File: src/rtl/seg_scan_ctrl_pkg.sv
// Shared encodings for the segment scan controller: FSM states, blank pattern, pin polarities.
// Constants only; no latency and no flow control.
package seg_scan_defs;

  localparam logic       ST_BLANK  = 1'b0;
  localparam logic       ST_SHOW   = 1'b1;

  localparam logic [6:0] SEG_BLANK = 7'h7F;

  // Board pins are active-low: anodes, segments and decimal point.
  localparam logic       AN_ON     = 1'b0;
  localparam logic       AN_OFF    = 1'b1;
  localparam logic       DP_ON     = 1'b0;
  localparam logic       DP_OFF    = 1'b1;

endpackage

File: src/rtl/seg_scan_ctrl_dec.sv
// Hex nibble to active-low {a,b,c,d,e,f,g} segment pattern, a = bit 6.
// Purely combinational; zero latency, no backpressure.
module hex_seg_decoder
  import seg_scan_defs::*;
(
  input  logic [3:0] nib,
  output logic [6:0] seg
);

  always_comb begin
    seg = SEG_BLANK;
    case (nib)
      4'h0: seg = 7'b0000001;
      4'h1: seg = 7'b1001111;
      4'h2: seg = 7'b0010010;
      4'h3: seg = 7'b0000110;
      4'h4: seg = 7'b1001100;
      4'h5: seg = 7'b0100100;
      4'h6: seg = 7'b0100000;
      4'h7: seg = 7'b0001111;
      4'h8: seg = 7'b0000000;
      4'h9: seg = 7'b0000100;
      4'hA: seg = 7'b0001000;
      4'hB: seg = 7'b1100000;
      4'hC: seg = 7'b0110001;
      4'hD: seg = 7'b1000010;
      4'hE: seg = 7'b0110000;
      4'hF: seg = 7'b0111000;
      default: seg = SEG_BLANK;
    endcase
  end

endmodule

File: src/rtl/seg_scan_ctrl.sv
// Time-multiplexed 7-segment scanner: per digit slot, BLANK_CYC blank cycles then a SHOW interval.
// All outputs registered on the FSM state edge; free-running, no backpressure.
module seg_scan_ctrl
  import seg_scan_defs::*;
#(
  parameter  int NUM_DIGITS = 4,
  parameter  int TICK_DIV   = 50000,
  parameter  int BLANK_CYC  = 500,
  localparam int IDX_W      = (NUM_DIGITS > 1) ? $clog2(NUM_DIGITS) : 1
) (
  input  logic                    clk,
  input  logic                    reset,
  input  logic [4*NUM_DIGITS-1:0] digits,
  input  logic [NUM_DIGITS-1:0]   digit_en,
  input  logic [NUM_DIGITS-1:0]   dp_in,
  input  logic                    lz_blank,
  output logic [6:0]              seg_out,
  output logic                    dp_out,
  output logic [NUM_DIGITS-1:0]   an_out,
  output logic [IDX_W-1:0]        scan_idx,
  output logic                    frame_done
);

  localparam int               TMR_W      = $clog2(TICK_DIV);
  localparam logic [TMR_W-1:0] BLANK_LAST = TMR_W'(BLANK_CYC - 1);
  localparam logic [TMR_W-1:0] SHOW_LAST  = TMR_W'(TICK_DIV - BLANK_CYC - 1);
  localparam logic [IDX_W-1:0] IDX_LAST   = IDX_W'(NUM_DIGITS - 1);

  logic                  state_q, state_d;
  logic [TMR_W-1:0]      tmr_q, tmr_d;
  logic [IDX_W-1:0]      idx_q, idx_d;
  logic [3:0]            nib_q, nib_d;
  logic                  dps_q, dps_d;
  logic                  vis_q, vis_d;
  logic                  fd_q, fd_d;
  logic [6:0]            seg_q, seg_d;
  logic                  dpo_q, dpo_d;
  logic [NUM_DIGITS-1:0] an_q, an_d;

  logic [NUM_DIGITS-1:0] zero_from;
  logic                  zero_acc;
  logic                  lz_hit;
  logic                  show_vis;
  logic [6:0]            dec_seg;

  // zero_from[i]: every digit from i up to the most significant one is zero.
  always_comb begin
    zero_acc  = 1'b1;
    zero_from = '0;
    for (int i = NUM_DIGITS - 1; i >= 0; i--) begin
      zero_acc     = zero_acc & (digits[4*i +: 4] == 4'h0);
      zero_from[i] = zero_acc;
    end
  end

  assign lz_hit = lz_blank && (idx_q != '0) && zero_from[idx_q];

  always_comb begin
    state_d = state_q;
    tmr_d   = tmr_q + 1'b1;
    idx_d   = idx_q;
    nib_d   = nib_q;
    dps_d   = dps_q;
    vis_d   = vis_q;
    fd_d    = 1'b0;
    if (state_q == ST_BLANK) begin
      if (tmr_q == BLANK_LAST) begin
        state_d = ST_SHOW;
        tmr_d   = '0;
        nib_d   = digits[{idx_q, 2'b00} +: 4];
        dps_d   = dp_in[idx_q];
        vis_d   = digit_en[idx_q] && !lz_hit;
      end
    end else begin
      if (tmr_q == SHOW_LAST) begin
        state_d = ST_BLANK;
        tmr_d   = '0;
        idx_d   = (idx_q == IDX_LAST) ? '0 : idx_q + 1'b1;
        fd_d    = (idx_q == IDX_LAST);
      end
    end
  end

  // Decoder sees the snapshot's D side so the segments land on the same edge as SHOW.
  hex_seg_decoder u_dec (
    .nib (nib_d),
    .seg (dec_seg)
  );

  assign show_vis = (state_d == ST_SHOW) && vis_d;

  always_comb begin
    seg_d = show_vis ? dec_seg : SEG_BLANK;
    dpo_d = (show_vis && dps_d) ? DP_ON : DP_OFF;
    an_d  = {NUM_DIGITS{AN_OFF}};
    if (show_vis) begin
      an_d[idx_q] = AN_ON;
    end
  end

  always_ff @(posedge clk or negedge reset) begin
    if (!reset) begin
      state_q <= ST_BLANK;
      tmr_q   <= '0;
      idx_q   <= '0;
      nib_q   <= '0;
      dps_q   <= 1'b0;
      vis_q   <= 1'b0;
      fd_q    <= 1'b0;
      seg_q   <= SEG_BLANK;
      dpo_q   <= DP_OFF;
      an_q    <= {NUM_DIGITS{AN_OFF}};
    end else begin
      state_q <= state_d;
      tmr_q   <= tmr_d;
      idx_q   <= idx_d;
      nib_q   <= nib_d;
      dps_q   <= dps_d;
      vis_q   <= vis_d;
      fd_q    <= fd_d;
      seg_q   <= seg_d;
      dpo_q   <= dpo_d;
      an_q    <= an_d;
    end
  end

  assign seg_out    = seg_q;
  assign dp_out     = dpo_q;
  assign an_out     = an_q;
  assign scan_idx   = idx_q;
  assign frame_done = fd_q;

endmodule

File: config.mk
export PLATFORM = sky130hd
export DESIGN_NAME = seg_scan_ctrl
export DESIGN_NICKNAME = d
export VERILOG_FILES = /design/src/rtl/seg_scan_ctrl_pkg.sv /design/src/rtl/seg_scan_ctrl_dec.sv /design/src/rtl/seg_scan_ctrl.sv
export SDC_FILE = /design/constraint.sdc
export NUM_CORES = 1
export LEC_CHECK = 0
export BUFFER_PORTS_ARGS = -buffer_cell sky130_fd_sc_hd__buf_2
export CAP_MARGIN = 20
export CORE_MARGIN = 2
export CORE_UTILIZATION = 49
export CTS_CLUSTER_DIAMETER = 40
export CTS_CLUSTER_SIZE = 12
export DETAILED_ROUTE_END_ITERATION = 8
export PLACE_DENSITY = 0.74
export SYNTH_ARGS = -nofsm -noshare
export SYNTH_HDL_FRONTEND = slang
export SYNTH_HIERARCHICAL = 1
export SYNTH_SLANG_ARGS = --single-unit
File: constraint.sdc
create_clock -name clk -period 2.9 [get_ports clk]
set_input_delay 0.435 -clock clk [delete_from_list [all_inputs] [get_ports clk]]
set_output_delay 0.435 -clock clk [all_outputs]
set_load 0.005 [all_outputs]
Word-level counts from Yosys, hierarchy flattened --
Memories as Yosys holds them, arrays and structs flattened. Cells that the tools add are included.
Operators by class: add/sub/neg operators 2, multiply operators 0, div/mod/pow operators 0, $lt $le $gt $ge 2, eq/ne operators 3, shift-type cells 1, mux-type cells 26, bitwise operators 4, reduce and logical (&&, ||, !) cells 13
Operators by type and width (count):
- 2-to-1 mux 16 bit | 3
- adder 16 x 1 -> 16 bit (second input constant) | 1
- == test 16 bit (second input constant) | 1
- == test 16 x 9 -> 1 bit (second input constant) | 1
- logical NOT 4 bit | 4
- indexed part select 16 x 5 -> 4 bit | 1
- 2-to-1 mux 1 bit | 14
- 2-to-1 mux 4 bit | 3
- 2-to-1 mux 7 bit | 1
- binary-select mux 1 bit (select 2 bit) | 3
- logical AND 1 bit | 6
- inverter 4 bit | 1
- bitwise AND 1 bit | 3
- < comparator 2 x 3 -> 1 bit (second input constant) | 1
- adder 2 x 1 -> 2 bit (second input constant) | 1
- demux 1 bit (select 2 bit) | 1
- == test 2 bit (second input constant) | 1
- >= comparator 2 x 1 -> 1 bit (second input constant) | 1
- 2-to-1 mux 2 bit | 1
- AND reduction 2 bit | 1
- nonzero test 2 bit | 1
- logical NOT 1 bit | 1
Storage, ports and cells: register bits 38, bits in latches 0, bits in writable memories 0, memory bits (read-only) 112, input bits 27, logic and storage cells 62, memories 1
Memory list:
- (no name shown) | words 16, bits a word 7, rd ports 1, clocked after memory_dff 0, wr ports 0, RTL line seg_scan_ctrl_dec.sv:12 | case (nib)

Logic depth before layout (Yosys ltp) --
depth in word-level cells 14, mapped depth 12, gate-level depth less buffers 11

By module --
Netlist, hierarchy kept.
Modules (own cells, without submodules):
- seg_scan_ctrl | instances 1, cells an instance 148, area each 1831.8 sq um
- hex_seg_decoder | instances 1, cells an instance 33, area each 269.0 sq um

Least setup slack after synthesis --
No wires, ideal clock.
path kind flip-flop to flip-flop, start point register tmr_q[0], end point register seg_q[3], in the netlist seg_out[3], data arrival time 2721 ps, slack 98 ps, cell stages (with the launch flop) 12, clock period less this slack 2802 ps, cells stage by stage dfrtp_1 > ha_1 > or4b_1 > nor3_2 > nand3_1 > buf_6 > mux2_2 > inv_1 > ha_1 > inv_1 > mux4_2 > o21bai_1
Between the ends: word-level cells in the longest chain between the ends 5
Ends and longest elaborated chain:
- start, declared | RTL line seg_scan_ctrl.sv:30 | logic [TMR_W-1:0] tmr_q, tmr_d;
- start signal, assigned | RTL line seg_scan_ctrl.sv:115 | tmr_q <= tmr_d;
- == test 16 x 9 -> 1 bit | RTL line seg_scan_ctrl.sv:67 | if (tmr_q == BLANK_LAST) begin
- 2-to-1 mux 4 bit | RTL line seg_scan_ctrl.sv:67
- 2-to-1 mux 4 bit | RTL line seg_scan_ctrl.sv:66 | if (state_q == ST_BLANK) begin
- net nib_d[0] | RTL line seg_scan_ctrl.sv:32 | logic [3:0] nib_q, nib_d;
- memory read (16 x 7 bit)
- net dec_seg[3] | RTL line seg_scan_ctrl.sv:44 | logic [6:0] dec_seg;
- 2-to-1 mux 7 bit | RTL line seg_scan_ctrl.sv:93 | seg_d = show_vis ? dec_seg : SEG_BLANK;
- net seg_d[3] | RTL line seg_scan_ctrl.sv:36 | logic [6:0] seg_q, seg_d;
- end signal, assigned | RTL line seg_scan_ctrl.sv:121 | seg_q <= seg_d;
- end, declared | RTL line seg_scan_ctrl.sv:36
The timed path passes the listed nets, and every way through them passes these cells. A chain may end at the register's enable or synchronous reset.

Worst setup path in the final report --
Same ends and word-level chain as after synthesis.

==> impl_results.html <==
<table>
<tr><th>Metric</th><th>Value</th></tr>
<tr><th colspan="2">Layout</th></tr>
<tr><td>Area overhead of the layout relative to synthesis</td><td>20.2%</td></tr>
<tr><td>Number of antenna cells inserted</td><td>0</td></tr>
<tr><td>Final-layout fill cell count</td><td>318</td></tr>
<tr><td>Final net count</td><td>274</td></tr>
<tr><td>Final Instance Count excl. Fillers</td><td>286</td></tr>
<tr><td>Utilization after layout</td><td>62.2%</td></tr>
<tr><td>Share of final-layout standard cells stronger than drive strength 1</td><td>40.7%</td></tr>
<tr><th colspan="2">Clock network</th></tr>
<tr><td>Clock slew at the register clock pins of the worst setup and hold paths</td><td>0.08 ns</td></tr>
<tr><td>CTS Buffer Depth</td><td>2</td></tr>
<tr><td>Number of sinks driven by the clock tree</td><td>38</td></tr>
<tr><td>Root Buffer</td><td>clkbuf_8</td></tr>
<tr><td>H-tree level count</td><td>2</td></tr>
<tr><td>Number of buffers added by the clock tree synthesis step</td><td>5</td></tr>
<tr><td>Hold-fix buffers, CTS</td><td>0</td></tr>
<tr><td>Clock latency at the later pin of the worst-skew pair</td><td>0.29 ns</td></tr>
<tr><td>Clock tree from TritonCTS</td><td>built</td></tr>
<tr><th colspan="2">Placement</th></tr>
<tr><td>Half-perimeter wire length of the detailed placement result</td><td>3.00 mm</td></tr>
<tr><td>Count of buffers from port buffering</td><td>41</td></tr>
<tr><td>Final estimated routing congestion in global placement</td><td>0.825</td></tr>
<tr><td>Placed Cells incl. Taps</td><td>273</td></tr>
<tr><th colspan="2">Floorplan</th></tr>
<tr><td>Std-Cell Rows</td><td>23</td></tr>
<tr><td>Die Footprint</td><td>4830 um2</td></tr>
<tr><td>Core footprint</td><td>4060 um2</td></tr>
<tr><td>Initial cell density of the core</td><td>51.8%</td></tr>
<tr><td># IOs</td><td>42</td></tr>
<tr><td>Die width</td><td>69.5 um</td></tr>
<tr><td>Die boundary height</td><td>69.5 um</td></tr>
<tr><th colspan="2">Timing</th></tr>
<tr><td>Worst Tran Pin Value</td><td>0.818 ns</td></tr>
<tr><td>Final Setup Violations</td><td>0</td></tr>
<tr><td>Final worst-path cycle share</td><td>96.6%</td></tr>
<tr><td>Clock skew</td><td>0.00616 ns</td></tr>
<tr><td>Max-slew headroom</td><td>45.5%</td></tr>
<tr><td>Clock period minus final worst setup slack</td><td>2.80 ns</td></tr>
<tr><td>Final Max Tran Viols</td><td>0</td></tr>
<tr><td>Fmax</td><td>0.357 GHz</td></tr>
<tr><td>Final hold viol count</td><td>0</td></tr>
<tr><th colspan="2">Pwr</th></tr>
<tr><td>Switching power of the nets</td><td>236 uW</td></tr>
<tr><td>Switching Fraction</td><td>24.0%</td></tr>
<tr><td>Leak pwr</td><td>1.15 nW</td></tr>
<tr><td>Highest ir drop seen on vdd</td><td>0.275 mV</td></tr>
<tr><td>PwrDens</td><td>389 nW/um2</td></tr>
<tr><td>Combinational share of power</td><td>8.6%</td></tr>
<tr><td>Cell-internal power</td><td>747 uW</td></tr>
<tr><td>Sequential share of power</td><td>54.6%</td></tr>
<tr><td>Clock network power share</td><td>36.9%</td></tr>
<tr><th colspan="2">Synth</th></tr>
<tr><td>Mean post-synth cell area</td><td>11.6 um2</td></tr>
<tr><td>Synth unique cells</td><td>38</td></tr>
<tr><td>Fraction of registers with async set or reset after synthesis</td><td>100%</td></tr>
<tr><td>Net count after synthesis</td><td>220</td></tr>
<tr><td>Number of enable flip-flop cells after synthesis</td><td>0</td></tr>
<tr><td>Summed instance area of the synthesized netlist</td><td>2100 um2</td></tr>
<tr><td>Most frequently used flop master after synthesis</td><td>dfrtp_1</td></tr>
<tr><td>Synthesized instance count</td><td>181</td></tr>
<tr><td>Post-synthesis sequential area ratio</td><td>46.0%</td></tr>
<tr><td>Number of register bits inferred by synthesis</td><td>38</td></tr>
<tr><td>Count of synthesis-stage warnings from yosys</td><td>6</td></tr>
<tr><th colspan="2">GRT</th></tr>
<tr><td>Global-route usage over all layers</td><td>18.0%</td></tr>
<tr><td>Overflow left after global routing</td><td>0</td></tr>
<tr><td>Largest net degree at the start of global routing</td><td>39</td></tr>
<tr><td>Vias in the first global route</td><td>1532</td></tr>
<tr><td>First-pass GRT wire length</td><td>6.99 mm</td></tr>
<tr><td>Initial antenna violation count</td><td>0</td></tr>
<tr><th colspan="2">Detailed routing</th></tr>
<tr><td>Wirelength, routed</td><td>4.11 mm</td></tr>
<tr><td>DR iter-0 viols</td><td>71</td></tr>
<tr><td>Number of search-and-repair iterations in the first detailed-routing pass</td><td>6</td></tr>
<tr><td>Routed vias/inst</td><td>5.46</td></tr>
<tr><td>Number of design rule violations left after detail routing</td><td>0</td></tr>
<tr><td>Vias after detailed routing</td><td>1562</td></tr>
<tr><td>Average detailed-routed wire length per instance</td><td>14.4 um</td></tr>
<tr><td>Number of nets still failing antenna checks after routing</td><td>0</td></tr>
<tr><th colspan="2">Worst setup path</th></tr>
<tr><td>Maximum net fanout on the critical path</td><td>5</td></tr>
<tr><td>Data required time of the critical path</td><td>3.10 ns</td></tr>
<tr><td>Critical path class</td><td>reg -&gt; reg</td></tr>
<tr><td>Launch instance of the worst register-to-register path</td><td>tmr_q[0]</td></tr>
<tr><td>Data arrival, critical path</td><td>3.01 ns</td></tr>
<tr><td>Critical path endpoint category</td><td>flop</td></tr>
<tr><td>Reg2reg end</td><td>seg_out[3]</td></tr>
<tr><td>Reg2Reg Setup Slack</td><td>0.1 ns</td></tr>
<tr><td>CP startpoint kind</td><td>flop</td></tr>
<tr><td>Worst reg2reg path depth</td><td>9</td></tr>
<tr><th colspan="2">Hold path</th></tr>
<tr><td>Hold Crit Class</td><td>in -&gt; async</td></tr>
<tr><th colspan="2">Flow run</th></tr>
<tr><td>Number of max-cap violations</td><td>0</td></tr>
<tr><th colspan="2">Status</th></tr>
<tr><td>Outcome</td><td>completed</td></tr>
</table>
==> power by group through the flow <==
stage          Clock, mW  Sequential, mW  Combinational, mW
2_1_floorplan          0           0.545             0.0435
3_3_place_gp           0           0.545             0.0805
3_5_place_dp           0           0.546             0.0815
4_1_cts            0.375           0.536             0.0825
5_1_grt            0.400           0.536             0.0954
6_report           0.363           0.536             0.0841
==> flip-flops by register name, indices dropped and copies added (netlist names) <==
register    count
tmr_q          16
seg_out         7
an_out          4
nib_q           4
scan_idx        2
dp_out          1
dps_q           1
frame_done      1
state_q         1
vis_q           1
==> cell usage after synthesis, drive strengths merged (4+ instances only) <==
cell | instances | share of area [%]
and3 | 4 | 1.2
buf | 4 | 1.8
dfrtp | 26 | 31
dfstp | 12 | 15
ha | 12 | 7.1
inv | 6 | 1.1
mux2 | 6 | 3.2
mux2i | 6 | 2.9
mux4 | 7 | 7.5
nand2 | 10 | 1.8
nand3 | 8 | 1.9
nor2 | 19 | 3.4
nor4 | 6 | 2.5
o21ai | 9 | 2.1
o21bai | 7 | 2.5
xnor2 | 7 | 2.9
xor2 | 7 | 2.9
==> metal layers <==
metal / wire (um) / up-vias / GRT usage, %
li1: - / 751 / -
met1: 1820 / 742 / 24.0
met2: 1950 / 61 / 29.1
met3: 270 / 8 / 4.51
met4: 65 / 0 / 5.66
met5: 0 / - / 0
==> placed cells by master, fill, tap and decap left out, types with 2 or more instances in the layout <==
cell type	synthesis	layout
a21oi_1	3	3
and3_1	4	4
buf_2	1	41
buf_4	0	13
clkbuf_8	0	5
dfrtp_1	26	26
dfstp_2	12	12
ha_1	12	11
inv_1	6	4
inv_2	0	2
mux2_2	6	4
mux2_4	0	2
mux2i_1	6	6
mux4_2	7	7
nand2_1	10	10
nand2b_1	3	3
nand3_1	8	7
nor2_1	19	19
nor3_1	2	2
nor4_1	5	5
o21ai_0	5	5
o21ai_1	4	4
o21bai_1	7	7
or4b_4	1	2
xnor2_1	7	7
xor2_1	7	7
==> layout make-up <==
| class | instances | area [um2] | area share, % |
|---|---|---|---|
| Timing Repair Buffer | 54 | 303 | 12.0 |
| Inverter | 6 | 22.5 | 0.892 |
| Multi-Input combinational cell | 130 | 1080 | 42.8 |
| Clock inverter | 3 | 21.3 | 0.842 |
| Sequential cell | 38 | 966 | 38.3 |
| Clock buffer | 5 | 68.8 | 2.73 |
| Tap cell | 50 | 62.6 | 2.48 |
==> through the flow <==
stage / setup slack, ns / setup TNS (ns) / hold WS (ns) / power, mW / cell area, um2
6_report: 0.0974 / 0 / 0.228 / 0.983 / 2520
5_1_grt: -0.00363 / -0.00363 / 0.300 / 1.03 / 2520
4_1_cts: 0.0163 / 0 / 0.254 / 0.994 / 2480
3_5_place_dp: 0.0207 / 0 / 0.468 / 0.627 / 2380
3_3_place_gp: 0.114 / 0 / 0.444 / 0.626 / 2380
2_1_floorplan: 0.0975 / 0 / 0.139 / 0.589 / 2100
==> repair_timing <==
item | in CTS | in global routing
pin swaps | 0 | 1
gates resized for setup | 2 | 5
setup endpoints to repair | 1 | 3
buffers inserted | 0 | 5
==> kinds of logic after synthesis <==
| kind of cell | share of synthesized area [%] |
|---|---|
| xor gates and xnor gates | 5.84 |
| DFF | 46.0 |
| muxes | 13.6 |
| AOI/OAI and AO/OA | 7.27 |
| and+or+nand+nor | 16.7 |
| adders and majority gates | 7.15 |
| buffers and inverters | 3.45 |
==> how the worst max path moves through the flow <==
stage               startpoint         end  slack [ns]  depth (start not counted)
floorplan             tmr_q[0]  seg_out[3]         0.1                         11
finish                tmr_q[0]  seg_out[3]         0.1                          9
global route          tmr_q[0]  seg_out[3]      -0.004                         10
global placement      tmr_q[0]  seg_out[3]        0.11                         10
CTS                   tmr_q[0]  seg_out[3]        0.02                         10
detailed placement    tmr_q[0]  seg_out[3]        0.02                         10
==> critical path, stage by stage (launching register included) <==
cell	delay [ns]
dfrtp_1	0.39
ha_2	0.23
or4b_4	0.48
nor3_2	0.14
nand3_2	0.15
mux2_4	0.37
buf_4	0.15
ha_1	0.19
mux4_2	0.44
o21bai_1	0.17
No activity file was read; power rests on OpenSTA's default activity.
